$ cat config.mk
export PLATFORM = sky130hd
export DESIGN_NAME = fetch_unit
export DESIGN_NICKNAME = d
export VERILOG_FILES = /design/src/rtl/fetch_unit.sv
export SDC_FILE = /design/constraint.sdc
export NUM_CORES = 1
export LEC_CHECK = 0
export ABC_AREA = 1
export CAP_MARGIN = 20
export CORE_MARGIN = 4
export CORE_UTILIZATION = 55
export CTS_CLUSTER_SIZE = 10
export DETAILED_ROUTE_END_ITERATION = 10
export MAX_ROUTING_LAYER = met4
export PLACE_DENSITY = 0.83
export SLEW_MARGIN = 20
export SYNTH_ARGS = -nofsm -noshare
export SYNTH_HDL_FRONTEND = slang
export SYNTH_SLANG_ARGS = --single-unit
$ cat constraint.sdc
create_clock -name clk -period 6.4 [get_ports clk]
set_input_delay 0.64 -clock clk [delete_from_list [all_inputs] [get_ports clk]]
set_output_delay 0.64 -clock clk [all_outputs]
set_load 0.05 [all_outputs]
$ cat src/rtl/fetch_unit.sv
// Instruction fetch stage: owns the PC, issues word fetches and queues {pc, instr} for decode.
// Optional FETCH_PERF_CNT_EN macro adds perf_fetch_cnt / perf_discard_cnt outputs.
module fetch_unit #(
  parameter logic [31:0] RESET_PC = 32'h0000_0000,
  parameter int          DEPTH    = 2
) (
  input  logic        clk,
  input  logic        reset,
  output logic        imem_req_valid,
  input  logic        imem_req_ready,
  output logic [31:0] imem_addr,
  input  logic        imem_rsp_valid,
  input  logic [31:0] imem_rsp_data,
  input  logic        redirect_valid,
  input  logic [31:0] redirect_pc,
  output logic        if_valid,
  input  logic        if_ready,
  output logic [31:0] if_pc,
  output logic [31:0] if_instr
`ifdef FETCH_PERF_CNT_EN
  ,
  output logic [31:0] perf_fetch_cnt,
  output logic [31:0] perf_discard_cnt
`endif
);

  localparam int CW = $clog2(DEPTH + 1);
  localparam int AW = $clog2(DEPTH);
  localparam int SW = CW + 1;

  logic [31:0]   r_pc;
  logic [CW-1:0] r_count;
  logic [CW-1:0] r_outstanding;
  logic [CW-1:0] r_discard;
  logic [AW-1:0] r_head;
  logic [AW-1:0] r_tail;
  logic [AW-1:0] r_fHead;
  logic [AW-1:0] r_fTail;

  logic [31:0] r_qPc    [DEPTH];
  logic [31:0] r_qInstr [DEPTH];
  logic [31:0] r_fPc    [DEPTH];

  logic          w_pop;
  logic          w_accept;
  logic          w_rspKeep;
  logic          w_rspDrop;
  logic          w_credit;
  logic [SW-1:0] w_inUse;
  logic [31:0]   w_target;

  assign w_target  = redirect_pc & 32'hFFFF_FFFC;
  assign if_valid  = (r_count != '0);
  assign if_pc     = if_valid ? r_qPc[r_head]    : 32'h0;
  assign if_instr  = if_valid ? r_qInstr[r_head] : 32'h0;
  assign w_pop     = if_valid & if_ready;

  // Every request slot is either in flight or holding a queued word, so a pop frees one.
  assign w_inUse   = SW'(r_outstanding) + SW'(r_count) - SW'(w_pop);
  assign w_credit  = (w_inUse < SW'(DEPTH));

  assign imem_req_valid = !reset && !redirect_valid && w_credit;
  assign imem_addr      = r_pc;
  assign w_accept       = imem_req_valid & imem_req_ready;

  assign w_rspKeep = imem_rsp_valid && !redirect_valid && (r_discard == '0);
  assign w_rspDrop = imem_rsp_valid && (redirect_valid || (r_discard != '0));

  always_ff @(posedge clk or posedge reset) begin
    if (reset) begin
      r_pc          <= RESET_PC;
      r_count       <= '0;
      r_outstanding <= '0;
      r_discard     <= '0;
      r_head        <= '0;
      r_tail        <= '0;
      r_fHead       <= '0;
      r_fTail       <= '0;
    end else if (redirect_valid) begin
      // Everything still in flight after this cycle is stale; a response arriving now is dropped here.
      r_pc          <= w_target;
      r_count       <= '0;
      r_head        <= '0;
      r_tail        <= '0;
      r_fHead       <= '0;
      r_fTail       <= '0;
      r_outstanding <= r_outstanding - CW'(imem_rsp_valid);
      r_discard     <= r_outstanding - CW'(imem_rsp_valid);
    end else begin
      if (w_accept) begin
        r_pc    <= r_pc + 32'd4;
        r_fTail <= r_fTail + 1'b1;
      end
      if (imem_rsp_valid) begin
        if (r_discard != '0) begin
          r_discard <= r_discard - 1'b1;
        end else begin
          r_tail  <= r_tail + 1'b1;
          r_fHead <= r_fHead + 1'b1;
        end
      end
      if (w_pop) begin
        r_head <= r_head + 1'b1;
      end
      r_count       <= r_count + CW'(w_rspKeep) - CW'(w_pop);
      r_outstanding <= r_outstanding + CW'(w_accept) - CW'(imem_rsp_valid);
    end
  end

  // Storage needs no reset: head/tail/count decide which entries are meaningful.
  always_ff @(posedge clk) begin
    if (w_accept) begin
      r_fPc[r_fTail] <= r_pc;
    end
    if (w_rspKeep) begin
      r_qPc[r_tail]    <= r_fPc[r_fHead];
      r_qInstr[r_tail] <= imem_rsp_data;
    end
  end

`ifdef FETCH_PERF_CNT_EN
  always_ff @(posedge clk or posedge reset) begin
    if (reset) begin
      perf_fetch_cnt   <= 32'h0;
      perf_discard_cnt <= 32'h0;
    end else begin
      if (w_pop) begin
        perf_fetch_cnt <= perf_fetch_cnt + 32'd1;
      end
      if (w_rspDrop) begin
        perf_discard_cnt <= perf_discard_cnt + 32'd1;
      end
    end
  end
`else
  logic w_unusedDrop;
  assign w_unusedDrop = w_rspDrop;
`endif

endmodule

Word-level counts from Yosys, hierarchy flattened
Memories as Yosys holds them, arrays and structs flattened.
Cells that the tools add are included.
W data, S select, Z words.
{ "totals": {"reg_bits": 42, "ram_bits": 192, "input_bits": 70, "out_inout_bits": 98, "word_cells": 66, "n_memories": 3} }
{ "classes": {"n_addsub": 13, "magnitude_cmp": 1, "eq_ne": 1, "n_mux": 23, "n_bitwise": 2, "n_reduce_logical": 15} }
{ "mem_list": {"columns": ["memory", "words", "word_bits", "rd", "rd_clocked_by_memory_dff", "write_ports", "line_no", "text"], "rows": [
  ["r_fPc", 2, 32, 1, 0, 1, "42", "logic [31:0] r_fPc [DEPTH];"],
  ["r_qInstr", 2, 32, 1, 0, 1, "41", "logic [31:0] r_qInstr [DEPTH];"],
  ["r_qPc", 2, 32, 1, 0, 1, "40", "logic [31:0] r_qPc [DEPTH];"]
]} }
{ "op_table": {"columns": ["op", "n"], "rows": [
  ["$mux W32", 4],
  ["$add A32 B3 Y32 const B", 1],
  ["$mux W1", 14],
  ["$reduce_bool A2 Y1", 6],
  ["$mux W2", 5],
  ["$sub A2 B1 Y2", 3],
  ["$add A1 B1 Y1 const B", 4],
  ["$add A2 B1 Y2", 2],
  ["$logic_and A1 B1 Y1", 4],
  ["$reduce_and A2 Y1", 2],
  ["$add A2 B2 Y3", 1],
  ["$lt A3 B2 Y1 const B", 1],
  ["$sub A3 B1 Y3", 1],
  ["$and A1 B1 Y1", 2],
  ["$logic_not A1 Y1", 2],
  ["$logic_not A2 Y1", 1],
  ["$ne A2 B2 Y1 const B", 1],
  ["$sub A2 B1 Y2 const B", 1]
]} }

Depth between registers and ports, before layout
Gate-level depths: netlist (run 1).
{ "depth": {"depth_word": 9, "depth_mapped": 17, "ltp_nobuf": 16} }

Worst setup path before layout (run 1)
OpenSTA, ideal clock, no wires.
{ "synth_timing": {"path_kind": "input to register", "start": "input redirect_valid", "end": "memory r_qInstr[0][0] (enable)", "setup_ns": 0.482, "t_arrival_ns": 3.635, "t_required_ns": 5.918, "setup_slack_ns": 2.283, "stages": 4, "n_path_buf": 1, "cell_sequence": "inv_1 > buf_2 > nand3_1 > nor2_1"} }
{ "synth_between": {"elab_chain_len": 5} }
{ "synth_lines": {"columns": ["element", "line_no", "text"], "rows": [
  ["start, declared", "14", "input logic redirect_valid,"],
  ["$logic_not A1 Y1", "66", "assign w_rspKeep = imem_rsp_valid && !redirect_valid && (r_discard == '0);"],
  ["$logic_and A1 B1 Y1 (2 in series)", "66", null],
  ["$mux W1", "115", "if (w_rspKeep) begin"],
  ["$mux W1 (implied by the code)", "117", "r_qInstr[r_tail] <= imem_rsp_data;"],
  ["end, declared", "41", null]
]} }
Every way passes these cells.

Worst setup path in the final report (run 1)
{ "layout_timing": {"start": "register r_head", "end": "output if_pc[10]"} }
{ "layout_between": {"elab_chain_len": 2} }
{ "layout_lines": {"columns": ["element", "line_no", "text"], "rows": [
  ["start, declared", "35", "logic [AW-1:0] r_head;"],
  ["start signal, assigned", "103", "r_head <= r_head + 1'b1;"],
  ["$mem_v2 Z2 W32", null, null],
  ["$mux W32", "54", "assign if_pc = if_valid ? r_qPc[r_head] : 32'h0;"],
  ["end, declared", "18", "output logic [31:0] if_pc,"]
]} }
Every way passes these cells.

==> results of run 1 <==
## cells in the final DEF (no fill, tap or decap), types with 9 or more instances in the layout
| cell | instances |
|---|---|
| clkbuf_16 | 27 |
| nand2_1 | 292 |
| a21oi_1 | 67 |
| edfxtp_1 | 184 |
| nand3_1 | 67 |
| clkdlybuf4s50_1 | 161 |
| nor2_1 | 42 |
| clkbuf_1 | 19 |
| inv_1 | 52 |
| mux2_2 | 28 |
| buf_4 | 9 |
| dfrtp_1 | 39 |
## state kept, by name, summed over array words and instances, names as in the netlist
signal	flops
r_qInstr	64
r_outstanding	2
imem_addr	30
r_fPc	60
r_tail	1
r_count	2
r_qPc	60
r_fHead	1
r_discard	2
r_head	1
r_fTail	1
## cell type report
cell class / count / area (um^2) / share of cell area, %
sequential: 224 / 6530 / 53.5
multi-input combinational: 558 / 2760 / 22.6
timing repair buffer: 170 / 1680 / 13.8
clock buffer: 46 / 747 / 6.12
tap: 225 / 282 / 2.31
inverter: 56 / 213 / 1.74
clock inverter: 2 / 8.76 / 0.0717
## worst max-delay path, stage by stage, from the launching register on
cell and delay (ps):
dfrtp_2 340, buf_4 550, clkinv_2 960, nand2_1 290, a21oi_1 120, clkdlybuf4s50_1 740
## logic make-up after synthesis
group           count (synthesis)
simple gates                  422
fa+ha+maj                       9
other cells                     1
flops                         224
mux                            30
compound gates                 84
buf+inv                        94
xor+xnor                        9
## stage by stage
step                area, um^2  utilization, %  worst slack (ps)
floorplan                 9660               -              2280
global placement         11500            66.5              2440
CTS                      12200            70.8              2280
finish                   12200            70.8              2210
global route             12200            70.8              1900
detailed placement       11500            66.5              2320
## metal layers
layer | track usage, % | up-vias | part of all wire [%]
met5 | - | - | 0
met1 | 29.8 | 3190 | 43
met2 | 36.0 | 244 | 48
met4 | 5.56 | 0 | 1.6
met3 | 3.41 | 30 | 7.1
li1 | - | 3269 | -
## path summary, 6_finish.rpt
check,start,cells after the start,endpoint,slack (ps)
max,r_head$_DFFE_PP0P_,5,if_pc[10],2210
min,r_fPc[1][28]$_DFFE_PP_,1,r_qPc[0][28]$_DFFE_PP_,560
max reg2reg,r_count[1]$_DFF_PP0_,12,r_fPc[0][11]$_DFFE_PP_,2790
min reg2reg,r_fPc[1][28]$_DFFE_PP_,1,r_qPc[0][28]$_DFFE_PP_,560
max in group asynchronous,reset,2,r_head$_DFFE_PP0P_,5130
min in group asynchronous,reset,2,r_count[0]$_DFF_PP0_,660
## power by group through the flow
stage | combinational, mW | sequential, mW | clock, mW
global route | 1.91 | 1.92 | 1.39
detailed placement | 1.78 | 1.92 | 0
floorplan | 1.09 | 2.02 | 0
global placement | 1.75 | 1.91 | 0
finish | 1.78 | 1.90 | 1.30
CTS | 1.79 | 1.90 | 1.33
==> impl_metrics.json, run 1 <==
{
  "synthDistinctLibCells": 32,
  "grt_overflow": 0,
  "synth_cells": 873,
  "grt_first_pass_wirelength_mm": 34.4,
  "initial_utilization_pct": 56.0,
  "ys_ff_latch": 224,
  "nFillCells": 1229,
  "fin_crit_sh_pct": 65.5,
  "clk_path_buf_depth": 3,
  "power.switching_mw": 1.88,
  "die-area_mm2": 0.0197,
  "ys.flop_type": "edfxtp_1",
  "final_hold_viol_count": 0,
  "grt_pass1_vias": 6728,
  "internal-power_mw": 3.10,
  "fin_skew_ps": 7.10,
  "leakagePower_nw": 4.60,
  "hpwl_mm": 13.4,
  "arrival_ps": 3550,
  "cp-start-kind": "flop",
  "setup_viol": 0,
  "hold_class": "reg2reg",
  "synth_compound_area_share_pct": 4.59,
  "synthAdderAreaFrac_pct": 1.24,
  "routed_wl_mm": 21.3,
  "synth_top_area_share_pct": 57.3,
  "wl_per_cell_um": 16.7,
  "diodes": 0,
  "ys_seq_area_share_pct": 67.6,
  "rows": 48,
  "ctsHoldBuffers": 0,
  "synth.most_common_cell": "nand2_1",
  "synth-simple-area-share_pct": 17.9,
  "cts_sinks": 224,
  "place_inst": 1233,
  "cts_resized": 0,
  "drive_gt1_share_pct": 8.33,
  "syn_area_mm2": 0.00965,
  "pwr-share-seq_pct": 38.2,
  "dr_total_vias": 6733,
  "rsz0062_at_grt": "no",
  "avgSynthCellArea_um2": 11.1,
  "worst_setup_path_end_kind": "output port",
  "fin_crit_ps": 4190,
  "first_iter_violations": 477,
  "cts-buffers-inserted": 26,
  "area_growth_pct": 26.6,
  "criticalPathCategory": "reg2out",
  "fin_hold_ws_ps": 561,
  "p_clk_share_pct": 26.1,
  "powerDensity_mw_per_mm2": 408,
  "yosys.area.top_type": "edfxtp_1",
  "tritoncts": "yes",
  "fmax_mhz": 239,
  "first_pass_iters": 5,
  "yosysWarningCount": 0,
  "nets": 1115,
  "synthArstFlopShare_pct": 17.9,
  "tns_ps": 0,
  "gp_congestion": 0.908,
  "pwr-share-comb_pct": 35.7,
  "gr-usage-all-layers_pct": 22.2,
  "insertion_delay_ps": 500,
  "viasPerCell": 5.26,
  "power_mw": 4.98,
  "ios": 168,
  "outcome": "finished clean",
  "h-tree-depth": 1,
  "post_cts_buffers": 0,
  "layout.cells.non_filler": 1281,
  "die_h_um": 140,
  "clk_pin_slew_ps": 50,
  "synthXorXnorAreaFrac_pct": 0.895,
  "core_mm2": 0.0172,
  "die_w_um": 140,
  "grt_max_degree": 65,
  "max_slew_margin_pct": 34.7,
  "synth.area.top_cells": "edfxtp_1 (57%), nand2_1 (11%), dfrtp_1 (10%)",
  "maxCapViolations": 0,
  "synth_common_cells": "nand2_1 (292), edfxtp_1 (184), a21oi_1 (67), nand3_1 (67), inv_1 (52)",
  "port_buffers": 161,
  "synth_edf_count": 184,
  "drc_errors": 0,
  "antenna_found_initial": 0,
  "ant_nets": 0,
  "sw_frac_of_total_pct": 37.7,
  "muxShareOfSynthArea_pct": 3.50,
  "irDropWorstVdd_uv": 266,
  "root_buffer": "clkbuf_16",
  "synth_top_family_by_area": "simple AND/OR/NAND/NOR gates",
  "crit_required_ps": 5760,
  "crit_path_max_fanout": 64,
  "worstMarginPinSlew_ps": 980,
  "slew_viol_final": 0
}
Note: power is estimated with default switching activity, not from simulation.
==> run 2: changes to the inputs <==
--- a/config.mk
+++ b/config.mk
@@ -8,11 +8,11 @@
 export ABC_AREA = 1
 export CAP_MARGIN = 20
 export CORE_MARGIN = 4
-export CORE_UTILIZATION = 55
+export CORE_UTILIZATION = 48
 export CTS_CLUSTER_SIZE = 10
 export DETAILED_ROUTE_END_ITERATION = 10
 export MAX_ROUTING_LAYER = met4
-export PLACE_DENSITY = 0.83
+export PLACE_DENSITY = 0.76
 export SLEW_MARGIN = 20
 export SYNTH_ARGS = -nofsm -noshare
 export SYNTH_HDL_FRONTEND = slang
==> constraint.sdc (replaced) <==
create_clock -name clk -period 3.78 [get_ports clk]
set_input_delay 0.378 -clock clk [delete_from_list [all_inputs] [get_ports clk]]
set_output_delay 0.378 -clock clk [all_outputs]
set_load 0.05 [all_outputs]
==> impl_metrics.json, run 2 (same netlist as run 1, synthesis figures left out) <==
{
  "cts_resized": 0,
  "post_cts_buffers": 0,
  "hold_class": "in2async",
  "cpPeakStageDelay_ps": 870,
  "slew_viol_final": 0,
  "drc_errors": 0,
  "nets": 1120,
  "die_h_um": 150,
  "viasPerCell": 5.07,
  "area_growth_pct": 27.7,
  "largest_register_ffs": 64,
  "die_w_um": 150,
  "routed_wl_mm": 21.4,
  "root_buffer": "clkbuf_16",
  "initial_utilization_pct": 49.2,
  "clk_pin_slew_ps": 50,
  "maxCapViolations": 0,
  "power_mw": 8.44,
  "layout_common_cells": "nand2_1 (292), edfxtp_1 (184), clkdlybuf4s50_1 (160)",
  "first_iter_violations": 485,
  "ant_nets": 0,
  "cts-buffers-inserted": 26,
  "ctsHoldBuffers": 0,
  "arrival_ps": 2780,
  "core_mm2": 0.0196,
  "r2r_slack_ps": 780,
  "final_hold_viol_count": 0,
  "hpwl_mm": 13.7,
  "criticalPathCategory": "reg2out",
  "irDropWorstVdd_uv": 514,
  "fin_crit_sh_pct": 83.5,
  "setup_viol": 0,
  "ios": 168,
  "crit_required_ps": 3400,
  "die-area_mm2": 0.0224,
  "fin_crit_ps": 3150,
  "dp_slack_ps": 506,
  "rows": 51,
  "grt_max_degree": 63,
  "crit_chain": "inv_2, buf_4, nand2_1, a21oi_1, clkdlybuf4s50_1",
  "layout.cells.non_filler": 1326,
  "rsz0062_at_grt": "no",
  "fin_skew_ps": 10.9,
  "largest-register": "r_qInstr",
  "grt_overflow": 0,
  "insertion_delay_ps": 510,
  "top_regs": "r_qInstr x64, r_fPc x60, r_qPc x60",
  "regToRegEndpoint": "r_outstanding[1]$_DFF_PP0_",
  "layout_setup_ws_ps": 625,
  "outcome": "finished clean",
  "worst_setup_path_end_kind": "output port",
  "worstRegToRegCells": 16,
  "crit_slowest_cell": "clkdlybuf4s50_1",
  "cp-start-kind": "flop",
  "powerDensity_mw_per_mm2": 685,
  "startpoint": "r_head$_DFFE_PP0P_",
  "crit_path_max_fanout": 27,
  "cts_sinks": 224,
  "gr-usage-all-layers_pct": 19.8,
  "port_buffers": 161,
  "final_common_cell": "nand2_1",
  "fin_hold_ws_ps": 352,
  "gp_congestion": 0.869,
  "antenna_found_initial": 0,
  "grt_pass1_vias": 6777,
  "worstMarginPinSlew_ps": 1010,
  "tritoncts": "yes",
  "r2r-start": "r_count[1]$_DFF_PP0_",
  "clk_path_buf_depth": 3,
  "grt_first_pass_wirelength_mm": 34.4,
  "wl_per_cell_um": 16.1,
  "max_slew_margin_pct": 32.6,
  "h-tree-depth": 1,
  "place_inst": 1278,
  "fmax_mhz": 317,
  "nFillCells": 1535,
  "tns_ps": 0,
  "first_pass_iters": 5,
  "leakagePower_nw": 4.62,
  "diodes": 0,
  "dr_total_vias": 6722,
  "drive_gt1_share_pct": 8.77
}
==> run 2: worst max-delay path by stage <==
stage	slack, ps	cells after the start	end
2_1_floorplan	-80	4	r_qInstr[0][0]$_DFFE_PP_
3_3_place_gp	610	14	r_outstanding[1]$_DFF_PP0_
3_5_place_dp	510	14	r_outstanding[1]$_DFF_PP0_
4_1_cts	570	5	if_pc[30]
5_1_grt	440	5	if_pc[17]
6_report	630	5	if_pc[17]
==> run 2: layout make-up <==
class                      count  area (um^2)  area share (%)
clock buffer                  46          747            6.06
clock inverter                 2         7.51          0.0609
inverter                      56          211            1.72
multi-input combinational    558         2760            22.4
sequential                   224         6530            53.0
tap                          265          332            2.69
timing repair buffer         175         1740            14.1
==> run 2: routing by layer <==
| metal | vias up | GRT usage [%] | wire (um) |
|---|---|---|---|
| li1 | 3279 | - | - |
| met1 | 3174 | 25.5 | 9130 |
| met2 | 234 | 32.1 | 10200 |
| met3 | 35 | 3.69 | 1560 |
| met4 | 0 | 6.13 | 490 |
| met5 | - | - | 0 |
==> run 2: metrics by stage <==
stage                     util, %  area (um^2)
after floorplan                 -         9660
after global placement       59.0        11600
after detailed placement     59.0        11600
after CTS                    62.9        12300
after global routing         62.9        12300
final                        62.9        12300
==> run 2: critical path, delay by kind of cell (launching register included) <==
| kind | cells | cell delay, ps |
|---|---|---|
| buffers and inverters | 3 | 1620 |
| DFF | 1 | 400 |
| AOI/OAI and AO/OA | 1 | 140 |
| and+or+nand+nor | 1 | 90 |
==> run 2: power by group <==
part,switching [mW],total (mW),internal (mW)
logic,2.07,3.02,0.952
registers,0.236,3.22,2.99
clock network,0.876,2.20,1.32
total,3.18,8.44,5.26
==> run 3: changes to the inputs <==
--- a/config.mk
+++ b/config.mk
@@ -8,11 +8,11 @@
 export ABC_AREA = 1
 export CAP_MARGIN = 20
 export CORE_MARGIN = 4
-export CORE_UTILIZATION = 48
+export CORE_UTILIZATION = 53
 export CTS_CLUSTER_SIZE = 10
 export DETAILED_ROUTE_END_ITERATION = 10
 export MAX_ROUTING_LAYER = met4
-export PLACE_DENSITY = 0.76
+export PLACE_DENSITY = 0.8
 export SLEW_MARGIN = 20
 export SYNTH_ARGS = -nofsm -noshare
 export SYNTH_HDL_FRONTEND = slang
==> constraint.sdc (replaced) <==
create_clock -name clk -period 3.27 [get_ports clk]
set_input_delay 0.327 -clock clk [delete_from_list [all_inputs] [get_ports clk]]
set_output_delay 0.327 -clock clk [all_outputs]
set_load 0.05 [all_outputs]
==> impl_metrics.json, run 3 (same netlist as run 1, synthesis figures left out) <==
{
  "grt_util_met3_pct": 3.32,
  "slew_viol_final": 0,
  "worstMarginPinSlew_ps": 683,
  "final_common_cell": "nand2_1",
  "clk_path_buf_depth": 3,
  "final_hold_viol_count": 0,
  "leakagePower_nw": 4.69,
  "place_inst": 1246,
  "area_growth_pct": 28.1,
  "dr_total_vias": 6786,
  "seq_area_mm2": 0.00653,
  "gp_congestion": 0.869,
  "ctsHoldBuffers": 0,
  "viasPerCell": 5.25,
  "clk_pin_slew_ps": 60,
  "setup_viol": 0,
  "first_pass_iters": 5,
  "top_usage_layer": "met2",
  "largest-register": "r_qInstr",
  "dp_slack_ps": 163,
  "rows": 49,
  "post_cts_buffers": 0,
  "initial_utilization_pct": 53.7,
  "outcome": "finished clean",
  "grt_overflow": 0,
  "powerDensity_mw_per_mm2": 793,
  "ios": 168,
  "power_mw": 9.80,
  "wl_per_cell_um": 16.3,
  "drc_errors": 0,
  "port_buffers": 161,
  "nets": 1124,
  "gr-usage-all-layers_pct": 20.9,
  "h-tree-depth": 1,
  "crit_path_max_fanout": 28,
  "worst_setup_path_end_kind": "output port",
  "layout_setup_ws_ps": 305,
  "max_slew_margin_pct": 54.5,
  "fin_crit_sh_pct": 90.7,
  "layout.cells.non_filler": 1293,
  "cts_resized": 0,
  "multiInputGateArea_mm2": 0.00277,
  "grt_first_pass_wirelength_mm": 33.1,
  "top_regs": "r_qInstr x64, r_fPc x60, r_qPc x60",
  "first_iter_violations": 378,
  "rsz0062_at_grt": "no",
  "tritoncts": "yes",
  "core_mm2": 0.0180,
  "fin_hold_ws_ps": 302,
  "cp-start-kind": "flop",
  "use_met2_pct": 35.4,
  "criticalPathCategory": "reg2out",
  "fin_crit_ps": 2960,
  "arrival_ps": 2640,
  "largest_register_ffs": 64,
  "root_buffer": "clkbuf_16",
  "layout_common_cells": "nand2_1 (291), edfxtp_1 (184), clkdlybuf4s50_1 (143)",
  "grtUsageMet1_pct": 26.9,
  "drive_gt1_share_pct": 11.2,
  "hpwl_mm": 14.2,
  "antenna_found_initial": 0,
  "ant_nets": 0,
  "fin_skew_ps": 10.2,
  "cts-buffers-inserted": 26,
  "insertion_delay_ps": 500,
  "post-route-util_pct": 68.8,
  "grt_max_degree": 63,
  "cts_sinks": 224,
  "maxCapViolations": 0,
  "irDropWorstVdd_uv": 609,
  "hold_class": "in2async",
  "fmax_mhz": 337,
  "routed_wl_mm": 21.0,
  "nFillCells": 1307,
  "grt_pass1_vias": 6631,
  "crit_required_ps": 2940,
  "die-area_mm2": 0.0204,
  "die_w_um": 143,
  "diodes": 0,
  "die_h_um": 143
}
run 3: report_power, final:
| group | switching [mW] | leakage [nW] | internal (mW) |
|---|---|---|---|
| registers | 0.261 | 2.16 | 3.45 |
| logic | 2.42 | 2.18 | 1.12 |
| clock network | 1.01 | 0.355 | 1.53 |
run 3: path summary, 6_finish.rpt:
kind                                        start                         end  slack [ps]  cells past startpoint
max                            r_head$_DFFE_PP0P_                 if_instr[6]         310                      5
min                                         reset  r_outstanding[0]$_DFF_PP0_         300                      3
max reg2reg                  r_count[0]$_DFF_PP0_  r_outstanding[1]$_DFF_PP0_         360                     16
min reg2reg                r_fPc[1][22]$_DFFE_PP_      r_qPc[1][22]$_DFFE_PP_         550                      1
max in group asynchronous                   reset          r_head$_DFFE_PP0P_        2550                      3
min in group clk                  redirect_pc[14]   imem_addr[14]$_DFFE_PP0P_         390                      3
run 3: layout make-up:
cell class / instances / area share (%)
repair buffers: 179 / 14.6
clock buffers: 46 / 6.05
inverters: 56 / 1.74
flip-flops and latches: 224 / 52.8
multi-input cells: 558 / 22.4
well taps: 229 / 2.32
clock inverters: 1 / 0.0608
run 3: worst max-delay path, stage by stage (launching register included):
cell and delay [ps]:
dfrtp_2 400, inv_2 410, buf_12 250, nand2_1 60, a21oi_1 160, clkdlybuf4s50_1 830
run 3: per-stage QoR:
step	cell area, um^2	setup TNS, ps
2_1_floorplan	9690	-70270
3_3_place_gp	11600	0
3_5_place_dp	11600	0
4_1_cts	12400	0
5_1_grt	12400	0
6_report	12400	0
run 3: routing by layer:
layer | wire (um) | share of wire [%] | vias to the layer above
li1 | - | - | 3297
met1 | 8890 | 42 | 3244
met2 | 10500 | 50 | 216
met3 | 1270 | 6.0 | 29
met4 | 333 | 1.6 | 0
met5 | 0 | 0 | -
